`config.mk`:
```
export PLATFORM = sky130hd
export DESIGN_NAME = seq_gen
export DESIGN_NICKNAME = d
export VERILOG_FILES = /design/src/rtl/seq_gen.sv
export SDC_FILE = /design/constraint.sdc
export NUM_CORES = 1
export LEC_CHECK = 0
export BUFFER_PORTS_ARGS = -buffer_cell sky130_fd_sc_hd__buf_2
export CAP_MARGIN = 0
export CORE_MARGIN = 3
export CORE_UTILIZATION = 50
export CTS_CLUSTER_DIAMETER = 120
export DETAILED_ROUTE_END_ITERATION = 16
export PLACE_DENSITY = 0.72
export SYNTH_ARGS = -nofsm -noshare
export SYNTH_HDL_FRONTEND = slang
export SYNTH_SLANG_ARGS = --single-unit
```
`constraint.sdc`:
```
create_clock -name clk -period 4.38 [get_ports clk]
set_input_delay 0.438 -clock clk [delete_from_list [all_inputs] [get_ports clk]]
set_output_delay 0.438 -clock clk [all_outputs]
set_load 0.1 [all_outputs]
```
`src/rtl/seq_gen.sv`:
```
// Registered 2-bit symbol stream source: repeats a programmable pattern with filler gaps between repetitions.
// Build option SEQ_GEN_LFSR_FILL_EN replaces the constant filler with the low bits of a 4-bit LFSR.
module seq_gen #(
  parameter int         PAT_LEN  = 4,
  parameter int         REP_W    = 4,
  parameter int         GAP_W    = 4,
  parameter logic [1:0] FILL_SYM = 2'b00
) (
  input  logic                   clk,
  input  logic                   reset_n,
  input  logic                   start,
  input  logic                   abort,
  input  logic [2*PAT_LEN-1:0]   pattern,
  input  logic [REP_W-1:0]       rep,
  input  logic [GAP_W-1:0]       gap,
  output logic [1:0]             out,
  output logic                   out_valid,
  output logic                   busy,
  output logic                   done
);

  localparam int IDX_W = $clog2(PAT_LEN);
  localparam logic [IDX_W-1:0] LAST_IDX = IDX_W'(PAT_LEN - 1);

  typedef enum logic [1:0] {
    S_IDLE = 2'd0,
    S_GAP  = 2'd1,
    S_SEND = 2'd2,
    S_DONE = 2'd3
  } state_t;

  state_t               state_q, state_d;
  logic [2*PAT_LEN-1:0] pat_q, pat_d;
  logic [REP_W-1:0]     rep_q, rep_d;
  logic [GAP_W-1:0]     gap_cap_q, gap_cap_d;
  logic [GAP_W-1:0]     gap_cnt_q, gap_cnt_d;
  logic [IDX_W-1:0]     idx_q, idx_d;
  logic [1:0]           out_q, out_d;
  logic                 out_valid_q, out_valid_d;
  logic                 busy_q, busy_d;
  logic                 done_q, done_d;
  logic                 accept;
  logic [1:0]           fill_sym;
  logic [1:0]           sym [PAT_LEN];

`ifdef SEQ_GEN_LFSR_FILL_EN
  localparam logic [3:0] LFSR_SEED = 4'b1001;
  logic [3:0] lfsr_q, lfsr_d, lfsr_src;

  // Fibonacci form of x^4 + x^3 + 1
  function automatic logic [3:0] lfsr_step(input logic [3:0] s);
    return {s[2:0], s[3] ^ s[2]};
  endfunction

  // A burst always starts from the seed, even though the register may still hold a stale value.
  assign lfsr_src = (state_q == S_IDLE) ? LFSR_SEED : lfsr_q;
  assign fill_sym = lfsr_src[1:0];
`else
  assign fill_sym = FILL_SYM;
`endif

  assign accept    = (state_q == S_IDLE) && start && !abort;
  assign pat_d     = accept ? pattern : pat_q;
  assign gap_cap_d = accept ? gap : gap_cap_q;

  // Symbol k sits MSB-first; decoding from pat_d lets the very first symbol come straight off the input.
  genvar gi;
  generate
    for (gi = 0; gi < PAT_LEN; gi++) begin : g_sym
      assign sym[gi] = pat_d[2*(PAT_LEN-1-gi) +: 2];
    end
  endgenerate

  always_comb begin
    state_d     = state_q;
    rep_d       = rep_q;
    gap_cnt_d   = gap_cnt_q;
    idx_d       = idx_q;
    out_d       = 2'b00;
    out_valid_d = 1'b0;
    busy_d      = 1'b0;
    done_d      = 1'b0;
`ifdef SEQ_GEN_LFSR_FILL_EN
    lfsr_d      = accept ? LFSR_SEED : lfsr_q;
`endif

    case (state_q)
      S_IDLE: begin
        if (accept) begin
          rep_d     = rep;
          gap_cnt_d = GAP_W'(1);
          idx_d     = '0;
          if (rep == '0) begin
            state_d = S_DONE;
          end else if (gap != '0) begin
            state_d = S_GAP;
          end else begin
            state_d = S_SEND;
          end
        end
      end
      S_GAP: begin
        if (gap_cnt_q == gap_cap_q) begin
          state_d = S_SEND;
          idx_d   = '0;
        end else begin
          gap_cnt_d = gap_cnt_q + GAP_W'(1);
        end
      end
      S_SEND: begin
        if (idx_q == LAST_IDX) begin
          rep_d = (rep_q != '0) ? rep_q - REP_W'(1) : '0;
          if (rep_q > REP_W'(1)) begin
            idx_d = '0;
            if (gap_cap_q != '0) begin
              state_d   = S_GAP;
              gap_cnt_d = GAP_W'(1);
            end else begin
              state_d = S_SEND;
            end
          end else begin
            state_d = S_DONE;
          end
        end else begin
          idx_d = idx_q + IDX_W'(1);
        end
      end
      S_DONE: begin
        state_d = S_IDLE;
      end
      default: begin
        state_d = S_IDLE;
      end
    endcase

    if (abort && (state_q != S_IDLE)) begin
      state_d = S_IDLE;
    end

    // Outputs are a function of the state being entered, so they appear registered one edge later.
    case (state_d)
      S_GAP: begin
        out_d       = fill_sym;
        out_valid_d = 1'b1;
        busy_d      = 1'b1;
`ifdef SEQ_GEN_LFSR_FILL_EN
        lfsr_d      = lfsr_step(lfsr_src);
`endif
      end
      S_SEND: begin
        out_d       = sym[idx_d];
        out_valid_d = 1'b1;
        busy_d      = 1'b1;
      end
      S_DONE: begin
        busy_d = 1'b1;
        done_d = 1'b1;
      end
      default: begin
        out_d = 2'b00;
      end
    endcase
  end

  always_ff @(posedge clk or negedge reset_n) begin
    if (!reset_n) begin
      state_q     <= S_IDLE;
      pat_q       <= '0;
      rep_q       <= '0;
      gap_cap_q   <= '0;
      gap_cnt_q   <= '0;
      idx_q       <= '0;
      out_q       <= 2'b00;
      out_valid_q <= 1'b0;
      busy_q      <= 1'b0;
      done_q      <= 1'b0;
`ifdef SEQ_GEN_LFSR_FILL_EN
      lfsr_q      <= LFSR_SEED;
`endif
    end else begin
      state_q     <= state_d;
      pat_q       <= pat_d;
      rep_q       <= rep_d;
      gap_cap_q   <= gap_cap_d;
      gap_cnt_q   <= gap_cnt_d;
      idx_q       <= idx_d;
      out_q       <= out_d;
      out_valid_q <= out_valid_d;
      busy_q      <= busy_d;
      done_q      <= done_d;
`ifdef SEQ_GEN_LFSR_FILL_EN
      lfsr_q      <= lfsr_d;
`endif
    end
  end

  assign out       = out_q;
  assign out_valid = out_valid_q;
  assign busy      = busy_q;
  assign done      = done_q;

endmodule

```
==> impl_metrics.csv <==
group,metric,value,unit
grt,grt_pass1_vias,1175,
worst_setup_path,path_delay_family,"simple AND/OR/NAND/NOR gates",
synthesis,synth.net_count,171,
cells_and_area,num_antenna_cells,0,
route,via_per_inst,5.42,
clock_network,cts.path.max_buffers,2,
synthesis,async_flop_share,100,%
placement,place_area,0.00171,sq mm
timing,slew_headroom,51.0,%
route,drtIter0Drc,38,
grt,antenna_found_initial,0,
synthesis,synth.distinct_cells,43,
clock_network,numClockSinks,29,
worst_setup_path,crit_cells,10,
grt,grt_overflow,0,
timing,tightest_slew,735,ps
floorplanning,io_pins,25,
synthesis,yosys.area_share.simple,12.2,%
floorplanning,rows,19,
clock_network,cts_tree,"done",
worst_setup_path,startpoint_type,"register",
clock_network,htreeDepth,2,
worst_setup_path,crit_chain,"nor2_1 > and2_1 > nand2_1 > a22o_1 > inv_1 > ha_1 > inv_1 > a211oi_2 > a22oi_1 > nand2_1",
worst_setup_path,cp.arrival,2740,ps
clock_network,cts_made_buffers,5,
power,switching_power,389,uW
synthesis,synthTopCellsByCount,"dfrtp_1 (29), o21ai_1 (13), inv_1 (11)",
synthesis,synthesis.area,0.00157,sq mm
worst_setup_path,max_stage_delay,630,ps
worst_setup_path,cp-end-kind,"register",
worst_setup_path,cp_max_fo,15,
route,drc,0,
timing,post-route-period-util,56.4,%
worst_setup_path,cp_slowest_cell,"and2_1",
clock_network,hold_buffers,0,
worst_hold_path,hold_class,"input pin to asynchronous set/reset pin",
cells_and_area,synthToLayoutAreaGrowth,12.6,%
clock_network,insertion_delay,330,ps
clock_network,post_cts_resized,0,
power,clkPwrFrac,17.2,%
route,via_count,1159,
floorplanning,initial_core_util,54.5,%
grt,grt_usage,18.8,%
route,wl_per_cell,14.4,microns
synthesis,muxShareOfSynthArea,8.93,%
clock_network,cts_post_setup_buffers_inserted,0,
power,leakage,0.000842,uW
clock_network,clk_pin_slew,90,ps
synthesis,synth_warnings,0,
synthesis,synth_seq_cells,29,
worst_setup_path,crit_required,4650,ps
run,maxCapViolations,0,
route,antenna_left,0,
synthesis,synth_top_area_share,46.3,%
synthesis,synthFlopType,"dfrtp_1",
power,intPower,557,uW
clock_network,cts_root_buf,"clkbuf_4",
floorplanning,die_w,62.0,microns
timing,finalSetupViolations,0,
run_status,status,"complete, no violations",
floorplanning,die-area,0.00385,sq mm
power,pwr_density_cell,535,mW/mm^2
cells_and_area,nNetsFinal,197,
placement,port_buffers,24,
synthesis,synth-seq-area-share,46.3,%
placement,place_inst,207,
synthesis,synth_top_family_by_area,"compound AO/OA/AOI/OAI gates",
timing,hold_viol,0,
timing,fin_crit,2470,ps
floorplanning,core_area,0.00288,sq mm
synthesis,synthAdderAreaFrac,3.99,%
route,first_pass_iters,4,
placement,gp_congestion,0.927,
worst_setup_path,r2r_cells,10,
grt,grt_pass1_wl,5.20,mm
route,drt_wl_total,3.09,mm
synthesis,synth_area_leaders,"dfrtp_1 (46%), o21ai_1 (4.1%), xnor2_2 (4.1%)",
synthesis,yosysTopAreaCell,"dfrtp_1",
timing,timing.setup.tns,0,ps
timing,fmax,0.405,GHz
worst_setup_path,path_buf_inv,2,
synthesis,synth.most_common_cell,"dfrtp_1",
synthesis,synth_edf_count,0,
synthesis,postSynthAreaPerCell,10.7,sq um
cells_and_area,fin_area,0.00177,sq mm
cells_and_area,drive_gt1_share,26.7,%
worst_setup_path,crit_type,"register to register",
placement,hpwl,2.35,mm
power,sw_frac_of_total,41.1,%
timing,maxSlewViolCount,0,
synthesis,syn-instance-count,146,
power,vdd_ir_drop_max,264,uV
grt,grt_max_degree,30,
floorplanning,chipHeight,62.0,microns
timing,finClkSkew,4.19,ps
synthesis,synth_compound_area_share,19.7,%
synthesis,synth-xor-area-share,4.15,%
power,seq_power_share,44.3,%
power,combPwrFrac,38.5,%
cells_and_area,final_cell_count_no_fill,214,
timing,rsz0062_at_grt,"false",
[final cells by class]
class,count,area [sq um]
clock buffers,7,55.1
fillers,247,1110
inverters,12,45.0
multi-input cells,100,768
flip-flops and latches,29,726
well taps,42,52.6
repair buffers,24,120
[registers in the layout, indices dropped and copies added, names as in the netlist]
signal / flops
busy: 1
done: 1
gap_cap_q: 4
gap_cnt_q: 4
idx_q: 2
out: 2
out_valid: 1
pat_q: 8
rep_q: 4
state_q: 2
[power groups by stage]
stage	combinational (uW)	sequential (uW)	clock, uW
final	364	419	163
after global routing	399	430	181
after CTS	366	419	168
after detailed placement	363	425	0
after global placement	353	421	0
after floorplan	247	466	0
[worst paths after layout]
kind	slack (ps)	endpoint	from
max in group asynchronous	3830	pat_q[3]	reset_n
worst min-delay path	130	rep_q[0]	reset_n
worst max register to register	1910	out[1]	state_q[0]
min in group clk	330	rep_q[3]	rep[3]
worst max-delay path	1910	out[1]	state_q[0]
worst min register to register	500	pat_q[4]	pat_q[4]
[kinds of logic (layout without fill, tap and decap cells)]
kind of cell,Yosys count,after routing
xor+xnor,4,4
buf+inv,17,43
flops,29,29
compound gates,40,40
mux,13,13
simple gates,38,38
fa+ha+maj,5,5
[placed cells by master, fill, tap and decap left out, types with 2 or more instances in the layout]
master / n
dfrtp_1: 29
buf_2: 24
o21ai_1: 13
inv_1: 11
nand2_1: 10
nor2_1: 8
mux2i_1: 5
a21oi_1: 5
mux2_1: 5
ha_1: 5
clkbuf_4: 5
xnor2_2: 4
nor3_1: 4
nor2b_1: 3
mux2_2: 3
nand2b_1: 3
a22o_1: 3
o211ai_1: 2
or2_2: 2
o21ai_0: 2
a211oi_2: 2
[per-layer routing]
layer	up-vias	part of all wire [%]	global-route usage (%)
li1	564	-	-
met1	561	41	21.6
met2	28	52	32.5
met3	6	5.7	5.79
met4	0	1.7	7.27
met5	-	0	0
[stage by stage]
step	utilization (%)	setup slack, ps	power (uW)	hold WS [ps]
final	61.4	1910	946	127
after detailed placement	59.5	1780	788	478
after global routing	61.4	1660	1010	155
after CTS	61.4	1910	954	138
after floorplan	-	2280	712	142
after global placement	59.5	1900	774	480
Note: power is estimated with default switching activity, not from simulation.
